**src/rtl/i_q_data_fifo_if.sv**
```systemverilog
// Symbol-stream bundle between the I/Q source, the carrier stage and the
// i_q_data_fifo storage block; master drives the requests, slave the status.
interface i_q_data_fifo_if #(
    parameter int DEPTH = 16
);
    localparam int CW = $clog2(DEPTH) + 1;

    // Handshake: a symbol moves in on any rising edge with new_symbol=1 and
    // i_q_data_fifo_full=0; a symbol moves out on any edge with rd_en=1 and
    // empty=0, and is presented one edge later with a single-cycle sym_valid.
    logic          new_symbol;
    logic [3:0]    i_data;
    logic [3:0]    q_data;
    logic          rd_en;
    logic          clr_err;

    logic [3:0]    i_sym;
    logic [3:0]    q_sym;
    logic          sym_valid;
    logic          i_q_data_fifo_full;
    logic          empty;
    logic          almost_full;
    logic [CW-1:0] count;
    logic          overflow;
    logic          underflow;

    modport master (
        output new_symbol, i_data, q_data, rd_en, clr_err,
        input  i_sym, q_sym, sym_valid, i_q_data_fifo_full, empty,
               almost_full, count, overflow, underflow
    );

    modport slave (
        input  new_symbol, i_data, q_data, rd_en, clr_err,
        output i_sym, q_sym, sym_valid, i_q_data_fifo_full, empty,
               almost_full, count, overflow, underflow
    );
endinterface

```
**src/rtl/i_q_data_fifo.sv**
```systemverilog
// Circular-buffer FIFO of 4-bit I/Q symbol pairs with registered status and
// sticky error flags. Define IQ_FIFO_ALMOST_FULL_EN to generate almost_full.
module i_q_data_fifo #(
    parameter int DEPTH     = 16,
    parameter int AF_THRESH = 12
) (
    input  logic             data_clk,
    input  logic             rst_n,
    i_q_data_fifo_if.slave   bus
);
    localparam int AW = $clog2(DEPTH);
    localparam int CW = AW + 1;

    if (DEPTH < 4 || DEPTH > 256 || (DEPTH & (DEPTH - 1)) != 0 ||
        AF_THRESH < 1 || AF_THRESH >= DEPTH) begin : g_bad_params
        $error("i_q_data_fifo: DEPTH must be a power of two in 4..256 and AF_THRESH in 1..DEPTH-1");
    end

    logic [7:0]    mem [DEPTH];
    logic [AW-1:0] wr_ptr;
    logic [AW-1:0] rd_ptr;
    logic [CW-1:0] count_r;
    logic [CW-1:0] count_nxt;
    logic          full_r;
    logic          empty_r;
    logic          af_r;
    logic [3:0]    i_sym_r;
    logic [3:0]    q_sym_r;
    logic          valid_r;
    logic          overflow_r;
    logic          underflow_r;
    logic          wr_acc;
    logic          rd_acc;
    logic          wr_drop;
    logic          rd_miss;

    // Acceptance looks only at the registered flags, so a read in the same
    // cycle never frees a slot for a write arriving while full.
    always_comb begin
        wr_acc  = bus.new_symbol & ~full_r;
        rd_acc  = bus.rd_en & ~empty_r;
        wr_drop = bus.new_symbol & full_r;
        rd_miss = bus.rd_en & empty_r;
    end

    always_comb begin
        count_nxt = count_r;
        case ({wr_acc, rd_acc})
            2'b10:   count_nxt = count_r + CW'(1);
            2'b01:   count_nxt = count_r - CW'(1);
            default: count_nxt = count_r;
        endcase
    end

    // Storage has no reset; stale entries are unreachable once pointers clear.
    always_ff @(posedge data_clk) begin
        if (wr_acc) begin
            mem[wr_ptr] <= {bus.i_data, bus.q_data};
        end
    end

    always_ff @(posedge data_clk or negedge rst_n) begin
        if (!rst_n) begin
            wr_ptr  <= '0;
            rd_ptr  <= '0;
            count_r <= '0;
            full_r  <= 1'b0;
            empty_r <= 1'b1;
        end else begin
            if (wr_acc) begin
                wr_ptr <= wr_ptr + AW'(1);
            end
            if (rd_acc) begin
                rd_ptr <= rd_ptr + AW'(1);
            end
            count_r <= count_nxt;
            full_r  <= (count_nxt == CW'(DEPTH));
            empty_r <= (count_nxt == '0);
        end
    end

    // The read port samples mem before this edge's write lands, so with one
    // entry stored a simultaneous write/read returns the older symbol.
    always_ff @(posedge data_clk or negedge rst_n) begin
        if (!rst_n) begin
            i_sym_r <= '0;
            q_sym_r <= '0;
            valid_r <= 1'b0;
        end else begin
            valid_r <= rd_acc;
            if (rd_acc) begin
                {i_sym_r, q_sym_r} <= mem[rd_ptr];
            end
        end
    end

    // A fresh error outranks clr_err in the same cycle.
    always_ff @(posedge data_clk or negedge rst_n) begin
        if (!rst_n) begin
            overflow_r  <= 1'b0;
            underflow_r <= 1'b0;
        end else begin
            overflow_r  <= wr_drop | (overflow_r & ~bus.clr_err);
            underflow_r <= rd_miss | (underflow_r & ~bus.clr_err);
        end
    end

`ifdef IQ_FIFO_ALMOST_FULL_EN
    always_ff @(posedge data_clk or negedge rst_n) begin
        if (!rst_n) begin
            af_r <= 1'b0;
        end else begin
            af_r <= (count_nxt >= CW'(AF_THRESH));
        end
    end
`else
    assign af_r = 1'b0;
`endif

    assign bus.i_sym              = i_sym_r;
    assign bus.q_sym              = q_sym_r;
    assign bus.sym_valid          = valid_r;
    assign bus.i_q_data_fifo_full = full_r;
    assign bus.empty              = empty_r;
    assign bus.almost_full        = af_r;
    assign bus.count              = count_r;
    assign bus.overflow           = overflow_r;
    assign bus.underflow          = underflow_r;
endmodule
```
**src/flat_wrapper.sv**
```systemverilog
// flat-port wrapper written by rule: the top's interface ports become plain ports
module i_q_data_fifo_flat 
#(
    parameter int DEPTH     = 16,
    parameter int AF_THRESH = 12
)
  (data_clk, rst_n, bus_new_symbol, bus_i_data, bus_q_data, bus_rd_en, bus_clr_err, bus_i_sym, bus_q_sym, bus_sym_valid, bus_i_q_data_fifo_full, bus_empty, bus_almost_full, bus_count, bus_overflow, bus_underflow);
  i_q_data_fifo_if #(.DEPTH(DEPTH)) bus_i ();
  input  logic data_clk;
  input  logic rst_n;
  input wire logic [$bits(bus_i.new_symbol)-1:0] bus_new_symbol;
  input wire logic [$bits(bus_i.i_data)-1:0] bus_i_data;
  input wire logic [$bits(bus_i.q_data)-1:0] bus_q_data;
  input wire logic [$bits(bus_i.rd_en)-1:0] bus_rd_en;
  input wire logic [$bits(bus_i.clr_err)-1:0] bus_clr_err;
  output wire logic [$bits(bus_i.i_sym)-1:0] bus_i_sym;
  output wire logic [$bits(bus_i.q_sym)-1:0] bus_q_sym;
  output wire logic [$bits(bus_i.sym_valid)-1:0] bus_sym_valid;
  output wire logic [$bits(bus_i.i_q_data_fifo_full)-1:0] bus_i_q_data_fifo_full;
  output wire logic [$bits(bus_i.empty)-1:0] bus_empty;
  output wire logic [$bits(bus_i.almost_full)-1:0] bus_almost_full;
  output wire logic [$bits(bus_i.count)-1:0] bus_count;
  output wire logic [$bits(bus_i.overflow)-1:0] bus_overflow;
  output wire logic [$bits(bus_i.underflow)-1:0] bus_underflow;
  assign bus_i.new_symbol = bus_new_symbol;
  assign bus_i.i_data = bus_i_data;
  assign bus_i.q_data = bus_q_data;
  assign bus_i.rd_en = bus_rd_en;
  assign bus_i.clr_err = bus_clr_err;
  assign bus_i_sym = bus_i.i_sym;
  assign bus_q_sym = bus_i.q_sym;
  assign bus_sym_valid = bus_i.sym_valid;
  assign bus_i_q_data_fifo_full = bus_i.i_q_data_fifo_full;
  assign bus_empty = bus_i.empty;
  assign bus_almost_full = bus_i.almost_full;
  assign bus_count = bus_i.count;
  assign bus_overflow = bus_i.overflow;
  assign bus_underflow = bus_i.underflow;
  i_q_data_fifo #(.DEPTH(DEPTH), .AF_THRESH(AF_THRESH)) u_core (.data_clk(data_clk), .rst_n(rst_n), .bus(bus_i));
endmodule
```
**config.mk**
```make
export PLATFORM = sky130hd
export DESIGN_NAME = i_q_data_fifo_flat
export DESIGN_NICKNAME = d
export VERILOG_FILES = /design/src/rtl/i_q_data_fifo_if.sv /design/src/rtl/i_q_data_fifo.sv /design/src/flat_wrapper.sv
export SDC_FILE = /design/constraint.sdc
export NUM_CORES = 1
export LEC_CHECK = 0
export ABC_AREA = 0
export CAP_MARGIN = 10
export CORE_MARGIN = 3
export CORE_UTILIZATION = 45
export CTS_CLUSTER_SIZE = 8
export DETAILED_ROUTE_END_ITERATION = 7
export DONT_BUFFER_PORTS = 1
export GPL_ROUTABILITY_DRIVEN = 0
export PLACE_DENSITY_LB_ADDON = 0.12
export SETUP_SLACK_MARGIN = 0.15
export SLEW_MARGIN = 20
export SYNTH_ARGS = -nofsm -noshare
export SYNTH_HDL_FRONTEND = slang
export SYNTH_SLANG_ARGS = --single-unit
```
**constraint.sdc**
```tcl
create_clock -name data_clk -period 2.65 [get_ports data_clk]
set_input_delay 0.3975 -clock data_clk [delete_from_list [all_inputs] [get_ports data_clk]]
set_output_delay 0.3975 -clock data_clk [all_outputs]
set_load 0.1 [all_outputs]
```
Yosys cells after proc, flatten, opt, wreduce, memory -nomap -nowiden:

Memory sizes are Yosys's and may differ from the RTL's. A register that Yosys moved wholly into a read port is not among the register bits.
Index checks and enable logic that the tools add are counted.

* add/subtract/negate cells: 4
* equality and inequality tests: 3
* multiplexer cells: 3
* bitwise operators: 11
* reductions and logical operators: 2

Operators by type and width (count)
* 5-bit case mux with 2 select lines: 1
* 4-bit by 1-bit adder with 4-bit output (second input constant): 2
* 1-bit AND: 6
* 5-bit by 1-bit adder with 5-bit output (second input constant): 1
* 5-bit equality test (second input constant): 1
* 5-bit zero test: 1
* 5-bit by 1-bit subtractor with 5-bit output (second input constant): 1
* 1-bit inverter: 3
* 2-bit by 1-bit equality test with 1-bit output (second input constant): 1
* 2-bit equality test (second input constant): 1
* 1-bit two-way mux: 2
* 1-bit OR: 2
* 1-bit zero test: 1

* register bits: 18
* memory bits (writable): 128
* logic and storage cells: 32
* memories kept: 1

Memories
* u_core.mem: depth 16, bits a word 8, rd ports 1, clocked after Yosys merged registers in 1, wr ports 1, line i_q_data_fifo.sv:19 `logic [7:0] mem [DEPTH];`

Depth between registers and ports, before layout:

Gate-level depths: netlist of the first run.

* depth in word-level cells: 5
* mapped depth: 12
* gate-level depth less buffers: 11

Least setup slack after synthesis of the first run:

No wires, ideal clock.

* path kind: register to register
* start: reg u_core.empty_r, in the netlist u_core.bus.empty
* end: reg u_core.full_r, in the netlist u_core.bus.i_q_data_fifo_full
* setup time: 0.065 ns
* arrival time: 2.730 ns
* setup slack: -0.146 ns
* cell stages (with the launch flop): 10
* period minus slack after synthesis: 2.796 ns
* path through: dfstp_2 -> nand2b_1 -> buf_4 -> clkbuf_1 -> inv_1 -> ha_1 -> clkbuf_1 -> or3b_2 -> a21oi_1 -> o211a_1

* word-level cells in the longest chain between the ends: 5
* elaborated cells between the ends (all ways): 6

Ends and longest elaborated chain
* start, declared: line i_q_data_fifo.sv:25 `logic empty_r;`
* start signal, assigned: line i_q_data_fifo.sv:78 `empty_r <= (count_nxt == '0);`
* 1-bit inverter (*): line i_q_data_fifo.sv:41 `rd_acc = bus.rd_en & ~empty_r;`
* 1-bit AND (*): line i_q_data_fifo.sv:41
* 2-bit by 1-bit equality test with 1-bit output / 2-bit equality test (equally long branches): line i_q_data_fifo.sv:48 `case ({wr_acc, rd_acc})`
* 5-bit case mux with 2 select lines (*): line i_q_data_fifo.sv:48
* 5-bit equality test (*): line i_q_data_fifo.sv:77 `full_r <= (count_nxt == CW'(DEPTH));`
* end signal, assigned: line i_q_data_fifo.sv:77
* end, declared: line i_q_data_fifo.sv:24 `logic full_r;`

Every way passes the cells marked *; elsewhere a longest branch is shown, timed or not.
A chain may end at the register's enable or synchronous reset.

Worst setup path in the final report of the first run:

* start: reg u_core.empty_r, in the netlist u_core.bus.empty
* end: reg u_core.full_r, in the netlist u_core.bus.i_q_data_fifo_full

* word-level cells in the longest chain between the ends: 5
* elaborated cells between the ends (all ways): 6

Ends and longest elaborated chain
* 1-bit inverter (*): line i_q_data_fifo.sv:41
* 1-bit AND (*): line i_q_data_fifo.sv:41
* 2-bit by 1-bit equality test with 1-bit output / 2-bit equality test (equally long branches): line i_q_data_fifo.sv:48
* 5-bit case mux with 2 select lines (*): line i_q_data_fifo.sv:48
* net u_core.count_nxt[4]: line i_q_data_fifo.sv:23 `logic [CW-1:0] count_nxt;`
* 5-bit equality test (*): line i_q_data_fifo.sv:77

Mark *: on every way through the listed nets, which the timed path passes. The rest lies on a longest branch.

==> results.toml, run 1 <==
[min_path]
hold_path.class = "in -> reg"

[clock_tree]
cts_tree = "done"
htreeDepth = 4
cts_inserted_buffers = 17
clock_latency_ps = 420
clk_path_buf_depth = 2
postCtsSetupBuffers = 0
clk_pin_slew_ps = 60
root_buffer = "clkbuf_16"
cts.sinks = 154

[timing]
tns_ps = 0
report.final.slew_viol_count = 0
tightest_slew_ps = 1005
finalClockSkew_ps = 5.992
fin_crit_ps = 2335
max_freq_ghz = 0.4283
setup_violations = 0
hold_violations = 0
period_share_pct = 88.11
rsz0062_at_grt = "false"
slew_headroom_pct = 33.01
hold_slack_ps = 69.33

[grt]
antenna_found_initial = 0
grt_pass1_vias = 3218
use_met2_pct = 25.29
track_usage_pct = 16.99
use_met3_pct = 6.003
top_usage_layer = "met2"
grt_max_degree = 30
grt-ovfl-total = 0
grt_use_met1_pct = 23.73
grt_pass1_wl_um = 19730

[drt]
drc = 0
routed_via_density = 5.432
drtIter0Drc = 223
wl_per_cell_um = 21.51
drt-total-wl_um = 12300
dr.pass1.iters = 4
num_vias = 3107
detail-route-antenna-nets = 0

[floorplan]
core_mm2 = 0.01351
die_x_um = 124.6
rows = 42
dieArea_mm2 = 0.01552
ioPinCount = 32
start_util_pct = 46.84
die_h_um = 124.6

[power]
leakagePower_nw = 2.512
p_sw_share_pct = 36.81
intPower_mw = 5.556
seqPwrFrac_pct = 43.7
peakVddDrop_v = 0.0005752
p_comb_share_pct = 28.2
clockPowerShare_pct = 28.1
p_sw_mw = 3.236
power_density_mw_per_mm2 = 1215

[place]
port_buffers = 0
dp_hpwl_um = 7920

[yosys]
synth_edf_count = 128
synth_top_area_cell = "edfxtp_1"
yosysSeqAreaShare_pct = 71.06
syn-instance-count = 371
yosysWarningCount = 0
synth.area.top_cells = "edfxtp_1 61%, dfrtp_1 9.9%, mux4_1 3.7%"
syn_avg_cell_area_um2 = 17.05
synth_nets = 391
async_flop_share_pct = 16.88
syn_area_mm2 = 0.006326
synth_cell_type_count = 47
yosys_most_used_dff = "edfxtp_1"
ys_ff_latch = 154
synth_top_area_share_pct = 60.76

[setup_path]
crit_fanout = 15
crit_start = "u_core.bus.empty$_DFF_PN1_"
arrival_ps = 2640
r2r_end = "u_core.bus.i_q_data_fifo_full$_DFF_PN0_"
endpoint_kind = "flip-flop"
start_kind = "flip-flop"
r2r-start = "u_core.bus.empty$_DFF_PN1_"
r2r_cells = 10
required_ps = 2960
ff2ff_setup_slack_ps = 320
criticalPathCategory = "reg -> reg"
crit_end = "u_core.bus.i_q_data_fifo_full$_DFF_PN0_"

[layout]
antennaDiodeCount = 0
fill_cells = 1091
syn_to_final_growth_pct = 14.40
ff_latch_area_mm2 = 0.004503
drive_above_1_share_pct = 18.69
multiInputGateArea_mm2 = 0.001699
nets = 403

[outcome]
status = "complete, no violations"

[job]
maxCapViolCount = 0
## placed cells by master, fill, tap and decap left out, drive strengths merged, types with 5 or more instances in the layout
master and count:
edfxtp 128, dfrtp 25, clkbuf 19, nor2b 18, and2 17, mux2i 16
mux4 16, buf 14, inv 14, nand2 13, xnor2 10, mux2 9
a2111oi 8, a211oi 8, a22o 8, nor4 8, a221o 8, ha 7
o21ai 5, nor2 5, clkinv 5
## synth_stat cells, types with 4 or more instances
cell type,instances
mux4_1,9
mux2i_1,16
xnor2_1,10
nand2_1,13
inv_1,9
dfrtp_1,25
buf_2,7
a211oi_1,8
ha_1,7
edfxtp_1,128
nor4_1,8
a221o_1,8
mux4_2,7
clkbuf_1,9
mux2_2,9
o21ai_0,5
a22o_1,8
nor2b_1,18
a21oi_1,4
and2_1,17
a2111oi_0,8
nor2_1,5
## critical path, stage by stage, from the launching register on
cell and delay [ps]:
dfstp_4 610, nand2b_4 140, buf_4 220, inv_1 70, ha_2 210, nor3b_2 160, a31oi_1 110, a221oi_2 330
xnor2_1 180, inv_1 80, o211a_1 110
## through the flow
step	instance area [µm²]	instances	worst slack, ps	utilization (%)	power (mW)
3_3_place_gp	6598	538	388.9	48.85	6.364
4_1_cts	7237	572	324.9	53.59	8.878
3_5_place_dp	6598	538	333.4	48.85	6.379
2_1_floorplan	6382	371	151.4	-	5.755
6_report	7237	572	315.0	53.59	8.792
5_1_grt	7237	572	187.5	53.59	9.252
## logic make-up after synthesis
logic type	synth area share [%]
AO/OA/AOI/OAI	6.270
XOR/XNOR	1.523
adder cells (fa/ha/maj)	1.384
buffers and inverters	2.551
flip-flops	71.06
multiplexers	10.36
other	0.05928
AND/OR/NAND/NOR	6.784
## registers in the layout, indices dropped and copies added (netlist names)
register,cells
u_core.mem,128
u_core.bus.overflow,1
u_core.bus.q_sym,4
u_core.bus.empty,1
u_core.bus.underflow,1
u_core.bus.sym_valid,1
u_core.wr_ptr,4
u_core.rd_ptr,4
u_core.bus.i_q_data_fifo_full,1
u_core.bus.i_sym,4
u_core.bus.count,5
## power groups by stage
stage,Sequential [mW],Combinational (mW),Clock (mW)
floorplan,4.08,1.68,0
global placement,3.88,2.48,0
detailed placement,3.90,2.48,0
CTS,3.85,2.52,2.51
global route,3.89,2.73,2.63
finish,3.84,2.48,2.47
## per-layer routing
layer  vias up  share of wire (%)
met5         -                  0
met4         0                1.1
met3        12                4.9
met2        55                 47
met1      1564                 47
li1       1476                  -
## what timing repair did
item | 4_1_cts | 5_1_grt
gates resized for setup | 0 | 0
hold endpoints to repair | 26 | 0
hold buffers | 2 | 0
## how the worst min path moves through the flow
stage	cells after the start	end	startpoint	slack [ps]
6_report	0	u_core.mem[3][5]$_DFFE_PP_	bus_i_data[1]	70
2_1_floorplan	0	u_core.bus.count[0]$_DFF_PN0_	rst_n	100
4_1_cts	0	u_core.mem[10][7]$_DFFE_PP_	bus_i_data[3]	50
3_3_place_gp	0	u_core.wr_ptr[0]$_DFFE_PN0P_	rst_n	100
3_5_place_dp	0	u_core.wr_ptr[1]$_DFFE_PN0P_	rst_n	100
5_1_grt	0	u_core.mem[3][5]$_DFFE_PP_	bus_i_data[1]	40
## layout make-up
type | instances | share of cell area [%]
Inverter | 10 | 0.5533
Clock buffer | 19 | 6.120
Tap cell | 176 | 3.043
Timing Repair Buffer | 15 | 2.282
Multi-Input combinational cell | 185 | 23.48
Clock inverter | 13 | 2.299
Sequential cell | 154 | 62.22
No activity file was read; power rests on OpenSTA's default activity.
==> inputs of run 2 (changes only) <==
ABC_AREA = 1   (was 0)
PLACE_DENSITY = 0.6   (was not set)
PLACE_DENSITY_LB_ADDON = not set   (was 0.12)
==> run 2 against run 1 <==
Net effect:
- clock power fell by 2%
- die area fell by 0.28%
- total power rose by 3.5%
- via count rose by 29%
- sequential power fell by 2%
- utilization rose by 0.80 points
- first-iteration DRC count rose by 65%
- routed wire length rose by 14%
- synthesized cell count rose by 39%
- final cell count rose by 28%
- count of clock-buffer cells in the layout rose by 5
- sequential cell count did not move
- critical path type unchanged
==> results.toml, run 2 <==
[yosys]
yosys_most_used_dff = "edfxtp_1"
ys_ff_latch = 154
synth_nets = 537
synth_commonest_cells = "128 x edfxtp_1, 93 x nor2_1, 80 x o21ai_0, 52 x nand2_1, 25 x dfrtp_1"
synth.area.top_cells = "edfxtp_1 61%, dfrtp_1 9.9%, o21ai_0 6.3%"
syn_area_mm2 = 0.006307
syn-instance-count = 517
synth_cell_type_count = 32
yosysMostFrequentCell = "edfxtp_1"
async_flop_share_pct = 16.88
yosysWarningCount = 0
synth_top_area_share_pct = 60.94
syn_avg_cell_area_um2 = 12.20
synth_edf_count = 128
yosysSeqAreaShare_pct = 71.28
synth_top_area_cell = "edfxtp_1"

[grt]
grt-ovfl-total = 0
track_usage_pct = 18.94
grt_max_degree = 51
antenna_found_initial = 0
grt_pass1_vias = 3986
grt_pass1_wl_um = 22360

[layout]
antennaDiodeCount = 0
layout_commonest_cell = "edfxtp_1"
drive_above_1_share_pct = 14.49
fill_cells = 1141
largest_register = "u_core.mem"
syn_to_final_growth_pct = 16.01
final_cell_mix = "128 x edfxtp_1, 93 x nor2_1, 80 x o21ai_0"
largest_reg_flops = 128
nets = 566
finish.utilization_pct = 54.39

[clock_tree]
hold_buffers = 2
postCtsSetupBuffers = 0
htreeDepth = 4
clk_path_buf_depth = 2
postCtsResizedCells = 0
cts.sinks = 154
clock_latency_ps = 420
cts_tree = "done"
cts_inserted_buffers = 17
clk_pin_slew_ps = 60
root_buffer = "clkbuf_16"

[floorplan]
die_h_um = 124.4
core_mm2 = 0.01345
rows = 42
die_x_um = 124.4
start_util_pct = 46.88
dieArea_mm2 = 0.01547
ioPinCount = 32

[timing]
tns_ps = 0
tightest_slew_ps = 917.4
slew_headroom_pct = 38.84
hold_violations = 0
report.final.slew_viol_count = 0
finalClockSkew_ps = 9.262
setup_violations = 0
period_share_pct = 81.40
max_freq_ghz = 0.4636
fin_crit_ps = 2157
rsz0062_at_grt = "false"

[drt]
drt-total-wl_um = 14010
detail-route-antenna-nets = 0
drtIter0Drc = 369
routed_via_density = 5.438
drc = 0
dr.pass1.iters = 5
num_vias = 3997
wl_per_cell_um = 19.06

[power]
power_density_mw_per_mm2 = 1243
leakagePower_nw = 2.659
peakVddDrop_v = 0.0005635

[min_path]
hold_path.class = "in -> reg"

[setup_path]
endpoint_kind = "flip-flop"
crit_fanout = 19
start_kind = "flip-flop"
criticalPathCategory = "reg -> reg"
arrival_ps = 2510
ff2ff_setup_slack_ps = 490
required_ps = 3000

[outcome]
status = "complete, no violations"

[place]
port_buffers = 0
dp_hpwl_um = 9064

[job]
maxCapViolCount = 0
## run 2: power by group
group	total (mW)	switching, mW	internal [mW]
sequential	3.76	0.754	3.01
clock	2.43	0.965	1.46
combinational	2.91	2.05	0.861
## run 2: path summary, 6_finish.rpt
check / start / endpoint / cells after the start
min in group asynchronous: rst_n / u_core.bus.q_sym[1]$_DFFE_PN0P_ / 2
min: bus_q_data[1] / u_core.mem[13][1]$_DFFE_PP_ / 0
max in group asynchronous: rst_n / u_core.bus.empty$_DFF_PN1_ / 2
max reg2reg: u_core.bus.empty$_DFF_PN1_ / u_core.bus.i_q_data_fifo_full$_DFF_PN0_ / 11
min reg2reg: u_core.bus.count[4]$_DFF_PN0_ / u_core.bus.count[4]$_DFF_PN0_ / 2
max: u_core.bus.empty$_DFF_PN1_ / u_core.bus.i_q_data_fifo_full$_DFF_PN0_ / 11
## run 2: layer usage
metal / share of wire [%] / GRT usage (%) / vias to the layer above
li1: - / - / 1906
met1: 44 / 25.14 / 1949
met2: 47 / 28.69 / 108
met3: 5.8 / 5.232 / 34
met4: 3.6 / 9.607 / 0
met5: 0 / 0 / -
## run 2: through the flow
step	std cells	setup WS [ps]	hold slack (ps)	total power, mW	area [µm²]
2_1_floorplan	517	301.0	101.9	5.804	6309
3_3_place_gp	701	535.8	102.5	6.673	6675
3_5_place_dp	701	462.2	102.3	6.724	6675
4_1_cts	735	470.3	54.92	9.158	7317
5_1_grt	735	352.9	41.77	9.595	7317
6_report	735	493.0	68.23	9.098	7317
## run 2: cells by family (layout without fill, tap and decap cells)
| family | Yosys count | in the layout | synth area share [%] |
|---|---|---|---|
| and+or+nand+nor | 175 | 175 | 11.94 |
| DFF | 154 | 154 | 71.28 |
| AOI/OAI and AO/OA | 122 | 122 | 11.05 |
| buffers and inverters | 51 | 93 | 3.313 |
| adders and majority gates | 7 | 7 | 1.389 |
| xor gates and xnor gates | 7 | 7 | 0.9720 |
| other | 1 | 1 | 0.05945 |
## run 2: cell type report
type                    count  area, µm²  area share, %
flip-flops and latches    154       4498          61.47
clock buffers              24      546.8          7.473
clock inverters             8      65.06         0.8892
inverters                  27      101.3          1.385
repair buffers             34      282.8          3.865
well taps                 176      220.2          3.010
multi-input cells         312       1603          21.90
## run 2: worst max-delay path: stages, from the launching register on
cell and delay [ps]:
dfstp_2 400, nor2_8 290, nand3_1 140, nand2_1 100, inv_1 60, ha_1 260
o21ai_0 150, inv_1 70, or2_2 270, nor2_1 110, nand3_1 130, nor2_2 120
==> inputs of run 3 (changes only) <==
ABC_AREA = 0   (was 1)
clock period = 2 ns   (was 2.65 ns; I/O delays follow)
==> run 3 against run 2 <==
Net effect:
- the run now ends with negative setup slack left
- final cell count down 17%
- sequential cell count unchanged
- routed wire length down 6.0%
- global-route usage is 1.5 points lower
- sequential share of layout area decreased by 3.4 points
- combinational power rose by 49%
- maximum frequency fell by 4.0%
- non-clock buffer count is 17 higher
- worst hold slack got worse by 46 ps
- count of clock-buffer cells in the layout down 4
- total power is 36% higher
- critical path depth is the same
==> results.toml, run 3 (synthesized netlist as in run 1, its figures left out) <==
[outcome]
status = "finished with violations"
violations = "negative setup slack"

[grt]
grt_max_degree = 55
track_usage_pct = 17.39
antenna_found_initial = 0
grt_pass1_vias = 3480
grt_pass1_wl_um = 20260
grt-ovfl-total = 0

[timing]
rsz0062_at_grt = "true"
fin_crit_ps = 2246
hold_violations = 0
slew_headroom_pct = 37.04
period_share_pct = 112.3
finalClockSkew_ps = 4.915
hold_slack_ps = 22.31
fin_ws_ps = -246.0
setup_violations = 3
max_freq_ghz = 0.4452
report.final.slew_viol_count = 0
tns_ps = -571.3
tightest_slew_ps = 944.4

[layout]
nets = 439
syn_to_final_growth_pct = 22.61
largest_reg_flops = 128
fin_cells = 608
fill_cells = 1009
drive_above_1_share_pct = 29.40
finish.utilization_pct = 57.43
final_cell_mix = "128 x edfxtp_1, 25 x buf_4, 21 x dfrtp_1"
layout_commonest_cell = "edfxtp_1"
largest_register = "u_core.mem"
antennaDiodeCount = 0

[clock_tree]
cts.sinks = 154
root_buffer = "clkbuf_16"
cts_inserted_buffers = 17
htreeDepth = 4
cts_tree = "done"
clk_path_buf_depth = 2
clock_latency_ps = 410
clk_pin_slew_ps = 60

[floorplan]
die_h_um = 124.6
die_x_um = 124.6
rows = 42
start_util_pct = 46.84
ioPinCount = 32
dieArea_mm2 = 0.01552
core_mm2 = 0.01351

[drt]
drc = 0
num_vias = 3432
dr.pass1.iters = 5
detail-route-antenna-nets = 0
drtIter0Drc = 259
drt-total-wl_um = 13170
wl_per_cell_um = 21.66
routed_via_density = 5.645

[setup_path]
r2r_cells = 11
crit_fanout = 5
crit_path_cell_trace = "nand2b_4, inv_6, nand2_4, xnor2_2, ha_4, nor3b_2, a31oi_1, a221oi_2, xnor2_1, inv_1, o211a_1"
endpoint_kind = "flip-flop"
ff2ff_setup_slack_ps = -250
criticalPathCategory = "reg -> reg"
max_stage_delay_ps = 610
crit_start = "u_core.bus.empty$_DFF_PN1_"
r2r-start = "u_core.bus.empty$_DFF_PN1_"
start_kind = "flip-flop"
arrival_ps = 2540
required_ps = 2300
cpMaxStageDelayCell = "dfstp_4"

[power]
power_density_mw_per_mm2 = 1593
leakagePower_nw = 2.747
peakVddDrop_v = 0.0007701

[place]
dp_cells = 559
port_buffers = 0
dp_hpwl_um = 8122

[min_path]
whs_path_depth = 1
hold_path_startpoint = "bus_clr_err"
hold_path.class = "in -> reg"

[job]
maxCapViolCount = 0
==> run 3: cell types whose count changed in the layout (fill, tap and decap cells not counted), moves of 15 or more <==
cell      change
nor2_1       -89
o21ai_0      -75
nand2_1      -42
mux2i_1      +16
nor2b_1      +16
o221ai_1     -16
inv_1        -15
nand3_1      -15
==> run 3: cell type report <==
cell class / count / area, µm² / share of cell area, %
sequential: 154 / 4504 / 58.07
multi-input combinational: 185 / 1846 / 23.79
timing repair buffer: 51 / 581.8 / 7.501
clock buffer: 20 / 436.7 / 5.630
tap: 176 / 220.2 / 2.839
clock inverter: 12 / 125.1 / 1.613
inverter: 10 / 42.54 / 0.5485
==> run 3: worst paths after layout <==
check	end
worst min register to register	u_core.bus.count[4]$_DFF_PN0_
worst max-delay path	u_core.bus.i_q_data_fifo_full$_DFF_PN0_
min in group asynchronous	u_core.bus.i_sym[3]$_DFFE_PN0P_
worst max register to register	u_core.bus.i_q_data_fifo_full$_DFF_PN0_
max in group asynchronous	u_core.bus.empty$_DFF_PN1_
worst min-delay path	u_core.bus.underflow$_DFF_PN0_
==> run 3: critical path: cells and delay by family, from the launching register on <==
family,cells,cell delay [ps]
xor gates and xnor gates,2,300
AOI/OAI and AO/OA,3,570
DFF,1,610
buffers and inverters,2,110
adders and majority gates,1,190
and+or+nand+nor,3,370
==> run 3: what timing repair did <==
| item | 4_1_cts | 5_1_grt |
|---|---|---|
| resized for setup | 38 | 14 |
| hold buffers | 12 | 0 |
| hold endpoints to repair | 155 | 0 |
| cloned | 2 | 0 |
| setup buffers | 2 | 1 |
| endpoints found under the setup margin | 29 | 126 |
| pin swaps | 9 | 8 |
==> run 3: routing by layer <==
layer,vias to the layer above,share of wire [%],global-route usage [%]
met2,106,48,27.04
met4,0,0.52,5.609
met1,1774,47,24.43
met3,4,4.3,4.074
met5,-,0,0
li1,1548,-,-
==> run 3: metrics by stage <==
step | worst slack (ps) | power, mW | instance area, µm²
2_1_floorplan | -483.9 | 7.660 | 6399
3_3_place_gp | -176.9 | 8.647 | 6815
3_5_place_dp | -264.6 | 8.702 | 6815
4_1_cts | -247.9 | 12.27 | 7699
5_1_grt | -396.8 | 12.90 | 7756
6_report | -246.0 | 12.36 | 7756
==> run 3: power breakdown <==
group | total, mW | leakage [nW] | switching, mW | internal [mW]
registers | 4.98 | 1.47 | 0.983 | 4.00
logic | 4.35 | 1.02 | 2.41 | 1.94
clock network | 3.03 | 0.263 | 1.20 | 1.83
